## src/rtl/conv_ctrl_pkg.sv

```systemverilog
// Shared definitions for the conv engine APB control block.
//   - phase command encodings driven to the engine
//   - register byte offsets of the APB register map
//   - CTRL / DONE register bit positions
//   - sequencer FSM state type and its state-to-command mapping
package conv_ctrl_pkg;

  localparam logic [2:0] CMD_IDLE  = 3'd0;
  localparam logic [2:0] CMD_LD_IN = 3'd1;
  localparam logic [2:0] CMD_LD_B  = 3'd2;
  localparam logic [2:0] CMD_LD_W  = 3'd3;
  localparam logic [2:0] CMD_RUN   = 3'd4;

  localparam logic [7:0] OFF_CTRL   = 8'h00;
  localparam logic [7:0] OFF_IN_CH  = 8'h04;
  localparam logic [7:0] OFF_OUT_CH = 8'h08;
  localparam logic [7:0] OFF_FLEN   = 8'h0C;
  localparam logic [7:0] OFF_STATUS = 8'h10;
  localparam logic [7:0] OFF_DONE   = 8'h20;
  localparam logic [7:0] OFF_LAT    = 8'h30;
  localparam logic [7:0] OFF_LAYERS = 8'h34;

  localparam int CTRL_PUSH   = 0;
  localparam int CTRL_FLUSH  = 1;
  localparam int CTRL_IRQ_EN = 2;

  localparam int DONE_LAYER = 0;
  localparam int DONE_OVF   = 1;
  localparam int DONE_ABORT = 2;

  typedef enum logic [2:0] {
    ST_IDLE,
    ST_LD_IN,
    ST_LD_B,
    ST_LD_W,
    ST_RUN,
    ST_DONE
  } state_t;

  // Command presented to the engine while the sequencer sits in a state.
  function automatic logic [2:0] state_cmd(input state_t s);
    case (s)
      ST_LD_IN: return CMD_LD_IN;
      ST_LD_B:  return CMD_LD_B;
      ST_LD_W:  return CMD_LD_W;
      ST_RUN:   return CMD_RUN;
      default:  return CMD_IDLE;
    endcase
  endfunction

endpackage

```

## src/rtl/conv_desc_fifo.sv

```systemverilog
// Synchronous descriptor FIFO for the conv sequencer.
// Ports:
//   PCLK, PRESETB   clock, asynchronous active-low reset
//   push, wdata     enqueue request and entry; accepted when not full, or when
//                   a pop happens in the same cycle
//   pop             dequeue the head (ignored when empty)
//   flush           empty the queue; wins over push and pop
//   rdata           current head entry (show-ahead)
//   full, empty     occupancy flags
//   count           number of valid entries
module conv_desc_fifo
  import conv_ctrl_pkg::*;
#(
  parameter int W     = 24,
  parameter int DEPTH = 4,
  localparam int AW   = $clog2(DEPTH)
) (
  input  logic          PCLK,
  input  logic          PRESETB,
  input  logic          push,
  input  logic          pop,
  input  logic          flush,
  input  logic [W-1:0]  wdata,
  output logic [W-1:0]  rdata,
  output logic          full,
  output logic          empty,
  output logic [AW:0]   count
);

  logic [W-1:0]  mem [DEPTH];
  logic [AW-1:0] wr_ptr;
  logic [AW-1:0] rd_ptr;
  logic          push_ok;
  logic          pop_ok;

  assign full    = (count == (AW+1)'(DEPTH));
  assign empty   = (count == '0);
  assign rdata   = mem[rd_ptr];
  // A push into a full queue is still fine when the head leaves this cycle.
  assign push_ok = push & (~full | pop);
  assign pop_ok  = pop & ~empty;

  // Storage carries no reset; only the pointers define validity.
  always_ff @(posedge PCLK) begin
    if (push_ok && !flush) mem[wr_ptr] <= wdata;
  end

  always_ff @(posedge PCLK or negedge PRESETB) begin
    if (!PRESETB) begin
      wr_ptr <= '0;
      rd_ptr <= '0;
      count  <= '0;
    end else if (flush) begin
      wr_ptr <= '0;
      rd_ptr <= '0;
      count  <= '0;
    end else begin
      if (push_ok) wr_ptr <= wr_ptr + AW'(1);
      if (pop_ok)  rd_ptr <= rd_ptr + AW'(1);
      case ({push_ok, pop_ok})
        2'b10:   count <= count + (AW+1)'(1);
        2'b01:   count <= count - (AW+1)'(1);
        default: count <= count;
      endcase
    end
  end

endmodule

```

## src/rtl/apb_conv_ctrl_q.sv

```systemverilog
// APB slave control block for the conv engine.
// Software stages a layer descriptor (in_ch, out_ch, flen) and pushes it into a
// descriptor queue; the sequencer runs each queued layer through
// LD_IN -> LD_B -> LD_W -> RUN -> DONE, handshaking on the engine done pulses.
// Ports:
//   PCLK, PRESETB          APB clock, asynchronous active-low reset
//   PADDR..PWDATA          APB request (decode on PADDR[ADDR_W-1:2])
//   PRDATA, PREADY,        APB response; PRDATA valid in the access phase only,
//   PSLVERR                zero wait states, PSLVERR in the access phase only
//   clk_counter            free-running cycle count used for layer latency
//   input_done..conv_done  engine phase-complete levels (edge-detected here)
//   command                phase command to the engine
//   in_ch, out_ch, flen    descriptor of the active layer
//   irq                    level interrupt
module apb_conv_ctrl_q
  import conv_ctrl_pkg::*;
#(
  parameter int ADDR_W = 12,
  parameter int CH_W   = 9,
  parameter int FLEN_W = 6,
  parameter int QDEPTH = 4
) (
  input  logic              PCLK,
  input  logic              PRESETB,
  input  logic [ADDR_W-1:0] PADDR,
  input  logic              PSEL,
  input  logic              PENABLE,
  input  logic              PWRITE,
  input  logic [31:0]       PWDATA,
  output logic [31:0]       PRDATA,
  output logic              PREADY,
  output logic              PSLVERR,
  input  logic [31:0]       clk_counter,
  input  logic              input_done,
  input  logic              bias_done,
  input  logic              weight_done,
  input  logic              conv_done,
  output logic [2:0]        command,
  output logic [CH_W-1:0]   in_ch,
  output logic [CH_W-1:0]   out_ch,
  output logic [FLEN_W-1:0] flen,
  output logic              irq
);

  localparam int DW = 2*CH_W + FLEN_W;
  localparam int CW = $clog2(QDEPTH) + 1;

  function automatic logic hit(input logic [ADDR_W-1:0] a, input logic [7:0] off);
    return a[ADDR_W-1:2] == (ADDR_W-2)'(off[7:2]);
  endfunction

  state_t            state;
  state_t            nxt;
  logic              irq_en;
  logic [CH_W-1:0]   stg_in_ch;
  logic [CH_W-1:0]   stg_out_ch;
  logic [FLEN_W-1:0] stg_flen;
  logic [2:0]        done_flags;
  logic [2:0]        set_flags;
  logic [2:0]        w1c;
  logic [31:0]       lat;
  logic [31:0]       layers;
  logic [31:0]       start_q;
  logic [31:0]       rdata;

  logic              in_q, bias_q, wgt_q, conv_q;
  logic              in_edge, bias_edge, wgt_edge, conv_edge;

  logic [DW-1:0]     fifo_rdata;
  logic              fifo_full, fifo_empty;
  logic [CW-1:0]     fifo_count;

  logic hit_ctrl, hit_in_ch, hit_out_ch, hit_flen;
  logic hit_status, hit_done, hit_lat, hit_layers;
  logic mapped, read_only;
  logic access, setup_rd, wr;
  logic ctrl_push, push_rej, err;
  logic push, pop, flush, busy, commit;

  logic unused_bits;
  assign unused_bits = ^{PADDR[1:0], PWDATA[31:CH_W]};

  // APB decode
  assign access     = PSEL & PENABLE;
  assign setup_rd   = PSEL & ~PENABLE & ~PWRITE;

  assign hit_ctrl   = hit(PADDR, OFF_CTRL);
  assign hit_in_ch  = hit(PADDR, OFF_IN_CH);
  assign hit_out_ch = hit(PADDR, OFF_OUT_CH);
  assign hit_flen   = hit(PADDR, OFF_FLEN);
  assign hit_status = hit(PADDR, OFF_STATUS);
  assign hit_done   = hit(PADDR, OFF_DONE);
  assign hit_lat    = hit(PADDR, OFF_LAT);
  assign hit_layers = hit(PADDR, OFF_LAYERS);

  assign mapped    = hit_ctrl | hit_in_ch | hit_out_ch | hit_flen |
                     hit_status | hit_done | hit_lat | hit_layers;
  assign read_only = hit_status | hit_lat | hit_layers;

  // FLUSH in the same write cancels the PUSH, so it can never overflow.
  assign ctrl_push = PWDATA[CTRL_PUSH] & ~PWDATA[CTRL_FLUSH];
  assign pop       = (state == ST_DONE);
  assign push_rej  = hit_ctrl & PWRITE & ctrl_push & fifo_full & ~pop;
  assign err       = access & (~mapped | (PWRITE & read_only) | push_rej);
  assign wr        = access & PWRITE & ~err;

  assign push   = wr & hit_ctrl & ctrl_push;
  assign flush  = wr & hit_ctrl & PWDATA[CTRL_FLUSH];
  assign busy   = (state != ST_IDLE);
  // A flush landing on the DONE cycle discards the layer rather than counting it.
  assign commit = (state == ST_DONE) & ~flush;

  assign PREADY  = 1'b1;
  assign PSLVERR = err;
  assign irq     = irq_en & (|done_flags);

  conv_desc_fifo #(
    .W     (DW),
    .DEPTH (QDEPTH)
  ) u_fifo (
    .PCLK    (PCLK),
    .PRESETB (PRESETB),
    .push    (push),
    .pop     (pop),
    .flush   (flush),
    .wdata   ({stg_in_ch, stg_out_ch, stg_flen}),
    .rdata   (fifo_rdata),
    .full    (fifo_full),
    .empty   (fifo_empty),
    .count   (fifo_count)
  );

  // Engine done edge detection
  always_ff @(posedge PCLK or negedge PRESETB) begin
    if (!PRESETB) begin
      in_q   <= 1'b0;
      bias_q <= 1'b0;
      wgt_q  <= 1'b0;
      conv_q <= 1'b0;
    end else begin
      in_q   <= input_done;
      bias_q <= bias_done;
      wgt_q  <= weight_done;
      conv_q <= conv_done;
    end
  end

  assign in_edge   = input_done  & ~in_q;
  assign bias_edge = bias_done   & ~bias_q;
  assign wgt_edge  = weight_done & ~wgt_q;
  assign conv_edge = conv_done   & ~conv_q;

  // Sequencer FSM
  always_ff @(posedge PCLK or negedge PRESETB) begin
    if (!PRESETB) state <= ST_IDLE;
    else          state <= nxt;
  end

  always_comb begin
    nxt = state;
    case (state)
      ST_IDLE:  if (!fifo_empty) nxt = ST_LD_IN;
      ST_LD_IN: if (in_edge)     nxt = ST_LD_B;
      ST_LD_B:  if (bias_edge)   nxt = ST_LD_W;
      ST_LD_W:  if (wgt_edge)    nxt = ST_RUN;
      ST_RUN:   if (conv_edge)   nxt = ST_DONE;
      ST_DONE:                   nxt = ST_IDLE;
      default:                   nxt = ST_IDLE;
    endcase
    if (flush) nxt = ST_IDLE;
  end

  // Registered engine outputs; the descriptor latches the head on layer start
  // so it stays stable even if software pushes or the head pops later.
  always_ff @(posedge PCLK or negedge PRESETB) begin
    if (!PRESETB) begin
      command <= CMD_IDLE;
      in_ch   <= '0;
      out_ch  <= '0;
      flen    <= '0;
    end else begin
      command <= state_cmd(nxt);
      if (state == ST_IDLE && nxt == ST_LD_IN) {in_ch, out_ch, flen} <= fifo_rdata;
    end
  end

  always_ff @(posedge PCLK) begin
    if (state == ST_LD_W && nxt == ST_RUN) start_q <= clk_counter;
  end

  // Latency (modular subtraction handles counter wrap) and layer count
  always_ff @(posedge PCLK or negedge PRESETB) begin
    if (!PRESETB) begin
      lat    <= '0;
      layers <= '0;
    end else if (commit) begin
      lat    <= clk_counter - start_q;
      layers <= layers + 32'd1;
    end
  end

  // Software-visible registers
  always_ff @(posedge PCLK or negedge PRESETB) begin
    if (!PRESETB) begin
      irq_en     <= 1'b0;
      stg_in_ch  <= '0;
      stg_out_ch <= '0;
      stg_flen   <= '0;
    end else if (wr) begin
      if (hit_ctrl)   irq_en     <= PWDATA[CTRL_IRQ_EN];
      if (hit_in_ch)  stg_in_ch  <= PWDATA[CH_W-1:0];
      if (hit_out_ch) stg_out_ch <= PWDATA[CH_W-1:0];
      if (hit_flen)   stg_flen   <= PWDATA[FLEN_W-1:0];
    end
  end

  // Sticky status: a set in the same cycle as a W1C wins.
  always_comb begin
    set_flags             = '0;
    set_flags[DONE_LAYER] = commit;
    set_flags[DONE_OVF]   = access & push_rej;
    set_flags[DONE_ABORT] = flush & busy;
    w1c                   = (wr & hit_done) ? PWDATA[2:0] : 3'b000;
  end

  always_ff @(posedge PCLK or negedge PRESETB) begin
    if (!PRESETB) done_flags <= '0;
    else          done_flags <= (done_flags & ~w1c) | set_flags;
  end

  // Read path: sampled in the setup phase, zero outside the access phase
  always_comb begin
    rdata = '0;
    if (hit_ctrl)   rdata[CTRL_IRQ_EN] = irq_en;
    if (hit_in_ch)  rdata = 32'(stg_in_ch);
    if (hit_out_ch) rdata = 32'(stg_out_ch);
    if (hit_flen)   rdata = 32'(stg_flen);
    if (hit_status) rdata = {16'b0, 8'(fifo_count), 4'b0, fifo_full, fifo_empty, busy, 1'b0};
    if (hit_done)   rdata = {29'b0, done_flags};
    if (hit_lat)    rdata = lat;
    if (hit_layers) rdata = layers;
  end

  always_ff @(posedge PCLK or negedge PRESETB) begin
    if (!PRESETB)      PRDATA <= '0;
    else if (setup_rd) PRDATA <= rdata;
    else               PRDATA <= '0;
  end

endmodule

```

## config.mk

```make
export PLATFORM = sky130hd
export DESIGN_NAME = apb_conv_ctrl_q
export DESIGN_NICKNAME = d
export VERILOG_FILES = /design/src/rtl/conv_ctrl_pkg.sv /design/src/rtl/conv_desc_fifo.sv /design/src/rtl/apb_conv_ctrl_q.sv
export SDC_FILE = /design/constraint.sdc
export NUM_CORES = 1
export LEC_CHECK = 0
export ABC_AREA = 0
export CAP_MARGIN = 20
export CELL_PAD_IN_SITES_DETAIL_PLACEMENT = 1
export CELL_PAD_IN_SITES_GLOBAL_PLACEMENT = 2
export CORE_MARGIN = 2
export CORE_UTILIZATION = 39
export DETAILED_ROUTE_END_ITERATION = 10
export GPL_TIMING_DRIVEN = 0
export PLACE_DENSITY = 0.89
export SLEW_MARGIN = 20
export SYNTH_ARGS = -nofsm -noshare
export SYNTH_HDL_FRONTEND = slang
export SYNTH_HIERARCHICAL = 1
export SYNTH_SLANG_ARGS = --single-unit
```

## constraint.sdc

```tcl
create_clock -name PCLK -period 5 [get_ports PCLK]
set_input_delay 0.5 -clock PCLK [delete_from_list [all_inputs] [get_ports PCLK]]
set_output_delay 0.5 -clock PCLK [all_outputs]
set_load 0.05 [all_outputs]
```

After elaboration in Yosys (flattened, before gate mapping)
Memories as Yosys holds them, arrays and structs flattened. A register that Yosys moved wholly into a read port is not among the register bits.
Index checks and enable logic that the tools add are counted.
Storage, ports and cells
  register bits after elaboration: 173
  latch bits: 0
  RAM bits: 96
  memory bits (read-only): 0
  input port bits: 85
  output and inout port bits: 62
  logic and storage cells: 141
  memories kept: 1
Memories
  u_fifo.mem: words 4, bits a word 24, rd ports 1, clocked after memory_dff 1, write ports 1, RTL line conv_desc_fifo.sv:30  | logic [W-1:0] mem [DEPTH];
Operators by class
  $add $sub $neg: 6
  multiply operators: 0
  div/mod/pow operators: 0
  magnitude comparators: 0
  equal/unequal tests: 19
  shifts and indexed selects: 0
  muxes and demuxes: 26
  bitwise logic cells: 54
  reductions and logical operators: 17
Operators by type and width (count)
  $mux 32: 7
  $add 32x1->32 const B: 1
  $sub 32x32->32: 1
  $eq 10x4->1 const B: 3
  $and 1x1->1: 26
  $mux 3: 8
  $eq 10x2->1 const B: 2
  $pmux 3 s5: 1
  $not 1->1: 13
  $eq 3x2->1 const B: 4
  $eq 3x3->1 const B: 4
  $or 1x1->1: 12
  $pmux 3 s4: 1
  $eq 10x1->1 const B: 1
  $eq 10x3->1 const B: 1
  $logic_not 10->1: 1
  $mux 9: 1
  $mux 2: 4
  $reduce_and 2->1: 4
  $eq 3x1->1 const B: 2
  $logic_not 3->1: 2
  $pmux 3 s2: 1
  $reduce_bool 3->1: 2
  $add 2x1->2 const B: 2
  12 further kinds: 18

Logic depth before layout (Yosys ltp)
  depth in word-level cells: 20
  gate-level depth with buffers: 14
  mapped depth without buffers: 12

Modules after synthesis
Netlist, hierarchy kept.
Modules (own cells, without submodules)
  apb_conv_ctrl_q: instances 1, cells each 854, area each 9357.7 um^2, seq. area each 4914.7 um^2
  conv_desc_fifo: instances 1, cells each 187, area each 4032.6 um^2, seq. area each 3057.9 um^2

Worst setup path after synthesis
Ideal clock, no wire load.
  path type: input -> register
  start: input port PADDR[4]
  end: memory u_fifo.mem[0][0] (enable)
  data arrival time: 4.152 ns
  data required time: 4.560 ns
  slack: 0.408 ns
  stages on the path: 11
  path buffers: 3
  cells stage by stage: buf_2 > or2_2 > clkbuf_1 > or3_4 > or4_4 > and3_4 > nand4_4 > nor3_1 > buf_2 > o21ai_0 > nor3b_1
On the way
  longest elaborated chain between the ends: 20
  elaborated cells on any way between the ends: 36
  classes of those cells: eq/ne: 7; mux: 2; bitwise: 24; reduce/logical: 3
Ends and longest elaborated chain
  start: declaration: RTL line apb_conv_ctrl_q.sv:25  | input logic [ADDR_W-1:0] PADDR,
  $eq 10x1->1 or $logic_not 10->1 (tied branches): RTL line apb_conv_ctrl_q.sv:49  | return a[ADDR_W-1:2] == (ADDR_W-2)'(off[7:2]);
  $or 1x1->1 (4 in series): RTL line apb_conv_ctrl_q.sv:96  | assign mapped = hit_ctrl | hit_in_ch | hit_out_ch | hit_flen |
  $or 1x1->1 (3 in series): RTL line apb_conv_ctrl_q.sv:97  | hit_status | hit_done | hit_lat | hit_layers;
  $not 1->1: RTL line apb_conv_ctrl_q.sv:104  | assign err = access & (~mapped | (PWRITE & read_only) | push_rej);
  $or 1x1->1 (2 in series): RTL line apb_conv_ctrl_q.sv:104
  $and 1x1->1: RTL line apb_conv_ctrl_q.sv:104
  $not 1->1: RTL line apb_conv_ctrl_q.sv:105  | assign wr = access & PWRITE & ~err;
  $and 1x1->1: RTL line apb_conv_ctrl_q.sv:105
  $and 1x1->1 (*) (2 in series): RTL line apb_conv_ctrl_q.sv:107  | assign push = wr & hit_ctrl & ctrl_push;
  named net push: RTL line apb_conv_ctrl_q.sv:78  | logic push, pop, flush, busy, commit;
  $and 1x1->1 (*): RTL line conv_desc_fifo.sv:40  | assign push_ok = push & (~full | pop);
  $logic_and 1x1->1 (*): RTL line conv_desc_fifo.sv:45  | if (push_ok && !flush) mem[wr_ptr] <= wdata;
  $mux 1 (*): RTL line conv_desc_fifo.sv:45
  $mux 1 (implied by the code) (*): RTL line conv_desc_fifo.sv:45
  end: declaration: RTL line conv_desc_fifo.sv:30
Mark *: on every way through the listed nets, which the timed path passes. The rest lies on a longest branch.

Final worst setup path
  start: input port PADDR[11]
  end: output port PSLVERR
On the way
  longest elaborated chain between the ends: 12
  elaborated cells on any way between the ends: 26
  classes of those cells: eq/ne: 7; bitwise: 18; reduce/logical: 1
Ends and longest elaborated chain
  $eq 10x1->1 or $logic_not 10->1 (tied branches): RTL line apb_conv_ctrl_q.sv:49
  $or 1x1->1 (4 in series): RTL line apb_conv_ctrl_q.sv:96
  $or 1x1->1 (3 in series): RTL line apb_conv_ctrl_q.sv:97
  $not 1->1: RTL line apb_conv_ctrl_q.sv:104
  $or 1x1->1: RTL line apb_conv_ctrl_q.sv:104
  $or 1x1->1 (*): RTL line apb_conv_ctrl_q.sv:104
  $and 1x1->1 (*): RTL line apb_conv_ctrl_q.sv:104
  end: declaration: RTL line apb_conv_ctrl_q.sv:32  | output logic PSLVERR,
Mark *: on every way between the ends. The rest lies on a longest branch, timed or not.

==> results.py <==
metrics = {
    "run_status": {
        "outcome": "finished clean",
    },
    "pwr": {
        "leakagePower_nw": 6.808,
        "powerDensity_nw_per_um2": 435.6,
        "peakVddDrop_uv": 329.8,
    },
    "detailed_routing": {
        "vias": 9045,
        "drt_iter0_markers": 508,
        "wl_per_cell_um": 21.06,
        "routed_wl_um": 35480,
        "viasPerCell": 5.368,
        "first_pass_iters": 7,
        "drc": 0,
        "ant_nets": 0,
    },
    "setup_path": {
        "cp.arrival_ns": 3.99,
        "ff2ff_setup_slack_ns": 1.18,
        "crit_path_end_kind": "output pin",
        "path_max_fanout": 4,
        "r2r_cells": 13,
        "crit_type": "primary input to output pin",
        "cp.required_ns": 4.50,
        "startpoint_type": "primary input",
    },
    "finish": {
        "drive_gt1_share_pct": 14.15,
        "fin_nets": 1334,
        "syn_to_final_growth_pct": 22.95,
        "antenna_cells": 0,
        "final_cells": 1685,
    },
    "logic_synthesis": {
        "synth_ff_type": "dfrtp_1",
        "yosys.cell_types.count": 76,
        "syn-num-nets": 1164,
        "synth_largest_type_area_fraction_pct": 30.84,
        "synthesis.area_um2": 13390,
        "synthArstFlopShare_pct": 56.31,
        "synth_edf_count": 128,
        "ys_ff_latch": 293,
        "synth_area_leaders": "dfrtp_1 31%, edfxtp_1 29%, mux4_2 4.0%",
        "ys_seq_area_share_pct": 59.54,
        "avgSynthCellArea_um2": 12.86,
        "synthCells": 1041,
        "ys_warn_count": 6,
        "synth_largest_area_cell": "dfrtp_1",
    },
    "clock_tree": {
        "clock-sinks": 293,
        "path_clk_slew_ns": 0.05,
        "htree_levels": 2,
        "cts-root-buf": "clkbuf_16",
        "cts_buffer_depth": 3,
        "post_cts_buffers": 0,
        "cts_tree": "yes",
        "cts_buffers": 34,
        "clk_latency_ns": 0.54,
    },
    "place": {
        "io_buffers": 119,
        "placed_cells": 1622,
        "place_congestion": 0.8269,
        "pre_cts_ws_ns": 0.3514,
        "hpwl_um": 25570,
    },
    "floorplanning": {
        "fp.coreArea_um2": 33700,
        "die-height_um": 189.3,
        "die_w_um": 189.3,
        "num_rows": 67,
        "io_pins": 147,
        "start_util_pct": 39.73,
        "dieArea_um2": 35830,
    },
    "global_route": {
        "busiest_layer": "met2",
        "grt_pass1_vias": 9773,
        "grt_use_met2_pct": 36.38,
        "overflow": 0,
        "met1_usage_pct": 26.03,
        "antenna_found_initial": 0,
        "grt_max_degree": 84,
        "grt_pass1_wl_um": 56440,
        "track_usage_pct": 20.33,
        "grtUsageMet3_pct": 2.669,
    },
    "timing": {
        "final.setup_skew_ns": 0.03069,
        "tightest_slew_ns": 1.002,
        "setup_ws_ns": 0.5132,
        "hold_violations": 0,
        "rsz0062_at_grt": "no",
        "fmax_ghz": 0.2229,
        "slew_headroom_pct": 32.69,
        "fin_crit_ns": 4.487,
        "drv_slew": 0,
        "setup_viol": 0,
        "finalCritPeriodShare_pct": 89.74,
    },
    "hold_path": {
        "holdPathStages": 1,
        "hold_class": "primary input to register",
    },
    "run": {
        "maxCapViolCount": 0,
    },
}
where the power goes:
part | total [mW] | internal (mW) | switching [mW]
combinational | 1.70 | 0.671 | 1.03
sequential | 2.99 | 2.79 | 0.198
clock | 2.48 | 1.45 | 1.03
total | 7.17 | 4.91 | 2.26
through the flow:
step	util, %	area (µm²)	TNS (ns)	hold slack [ns]	power (mW)
2_1_floorplan	-	13390	0	0.2044	4.132
3_3_place_gp	44.93	15140	-770.77	0.4634	4.671
3_5_place_dp	45.43	15310	0	0.4746	4.753
4_1_cts	48.84	16460	0	0.4323	7.259
5_1_grt	48.85	16460	0	0.4525	7.492
6_report	48.85	16460	0	0.4498	7.172
cell usage after synthesis, types with 3 or more instances:
master / n
mux2_2: 22
a21oi_1: 37
o21bai_1: 3
a21o_1: 12
o311ai_0: 3
nor2b_1: 7
nor3b_1: 10
clkbuf_1: 24
a211oi_1: 5
nand4_1: 13
mux2i_1: 12
buf_4: 6
and3_1: 8
o21a_1: 3
a21boi_0: 5
nand2b_1: 10
mux4_2: 24
mux2_4: 25
dfrtp_1: 165
nor4_1: 3
xnor2_1: 31
buf_2: 8
a221oi_1: 4
and2_1: 3
a31oi_1: 8
nor3_1: 16
nand3_1: 20
o31ai_1: 4
edfxtp_1: 128
a22oi_1: 31
inv_1: 45
or3_1: 5
buf_1: 3
o21ai_0: 54
o211ai_1: 7
nor4_4: 3
ha_1: 36
nand2_1: 83
mux2_1: 5
xor2_1: 24
nor2_1: 78
a222oi_1: 3
critical path, cell delays in order:
cell and delay [ns]:
clkdlybuf4s50_1 0.51, or4_1 0.68, or3_4 0.46, or4_4 0.53, and3_4 0.18, nor2_1 0.24
clkdlybuf4s50_1 0.87
registers in the layout, indices dropped and copies added (netlist names):
register and flops:
u_fifo/rd_ptr 2, command 3, PRDATA 32, u_fifo/mem 96
u_fifo/wr_ptr 2, stg_in_ch 9, wgt_q 1, start_q 32
stg_out_ch 9, state 3, in_ch 9, irq_en 1
layers 32, done_flags 3, flen 6, in_q 1
u_fifo/count 3, bias_q 1, out_ch 9, conv_q 1
stg_flen 6, lat 32
routing by layer:
metal	share of wire, %	vias up
met3	3.9	57
met4	2.2	0
met2	51	207
met5	0	-
met1	43	4610
li1	-	4171
cell type report:
cell class              instances  area [µm²]
repair buffers                134        1348
plain buffers                  42       197.7
multi-input cells             661        5077
clock buffers                  50       991.0
fillers                      3473       17240
flip-flops and latches        293        7973
clock inverters                12       147.6
well taps                     448       560.5
inverters                      45       168.9
placed cells by master, fill, tap and decap left out, types with 6 or more instances in the layout:
master / n
a21o_1: 12
a21oi_1: 37
a22oi_1: 31
a31oi_1: 8
and3_1: 8
buf_2: 8
buf_4: 17
clkbuf_1: 32
clkbuf_16: 34
clkbuf_8: 8
clkdlybuf4s50_1: 118
clkinv_2: 6
dfrtp_1: 165
edfxtp_1: 128
ha_1: 36
inv_1: 45
mux2_2: 22
mux2_4: 25
mux2i_1: 12
mux4_2: 24
nand2_1: 83
nand2b_1: 10
nand3_1: 20
nand4_1: 13
nor2_1: 78
nor2b_1: 7
nor3_1: 15
nor3b_1: 6
o211ai_1: 7
o21ai_0: 54
xnor2_1: 31
xor2_1: 24
final timing paths:
kind,start,to
min in group asynchronous,PRESETB,flen[5]
setup reg to reg,u_fifo/count[0],u_fifo/mem[0][12]
hold / removal,bias_done,bias_q
setup / recovery,PADDR[11],PSLVERR
hold reg to reg,lat[19],lat[19]
max in group asynchronous,PRESETB,state[1]
repair_timing:
item / in CTS / in global routing
gates resized for setup: 0 / 0
hold endpoints to repair: 17 / 0
setup endpoints to repair: 0 / 0
hold buffers: 1 / 0
cells by family (layout without fill, tap and decap cells):
logic type      after synthesis  after routing  share of synthesized area, %
other cells                   1              1                       0.02801
simple gates                282            282                         10.82
xor+xnor                     55             55                         3.597
flops                       293            293                         59.54
fa+ha+maj                    38             38                         3.663
compound gates              197            197                         9.606
mux                          88             88                         10.01
buf+inv                      87            283                         2.738
(Power assumes the default switching activity.)
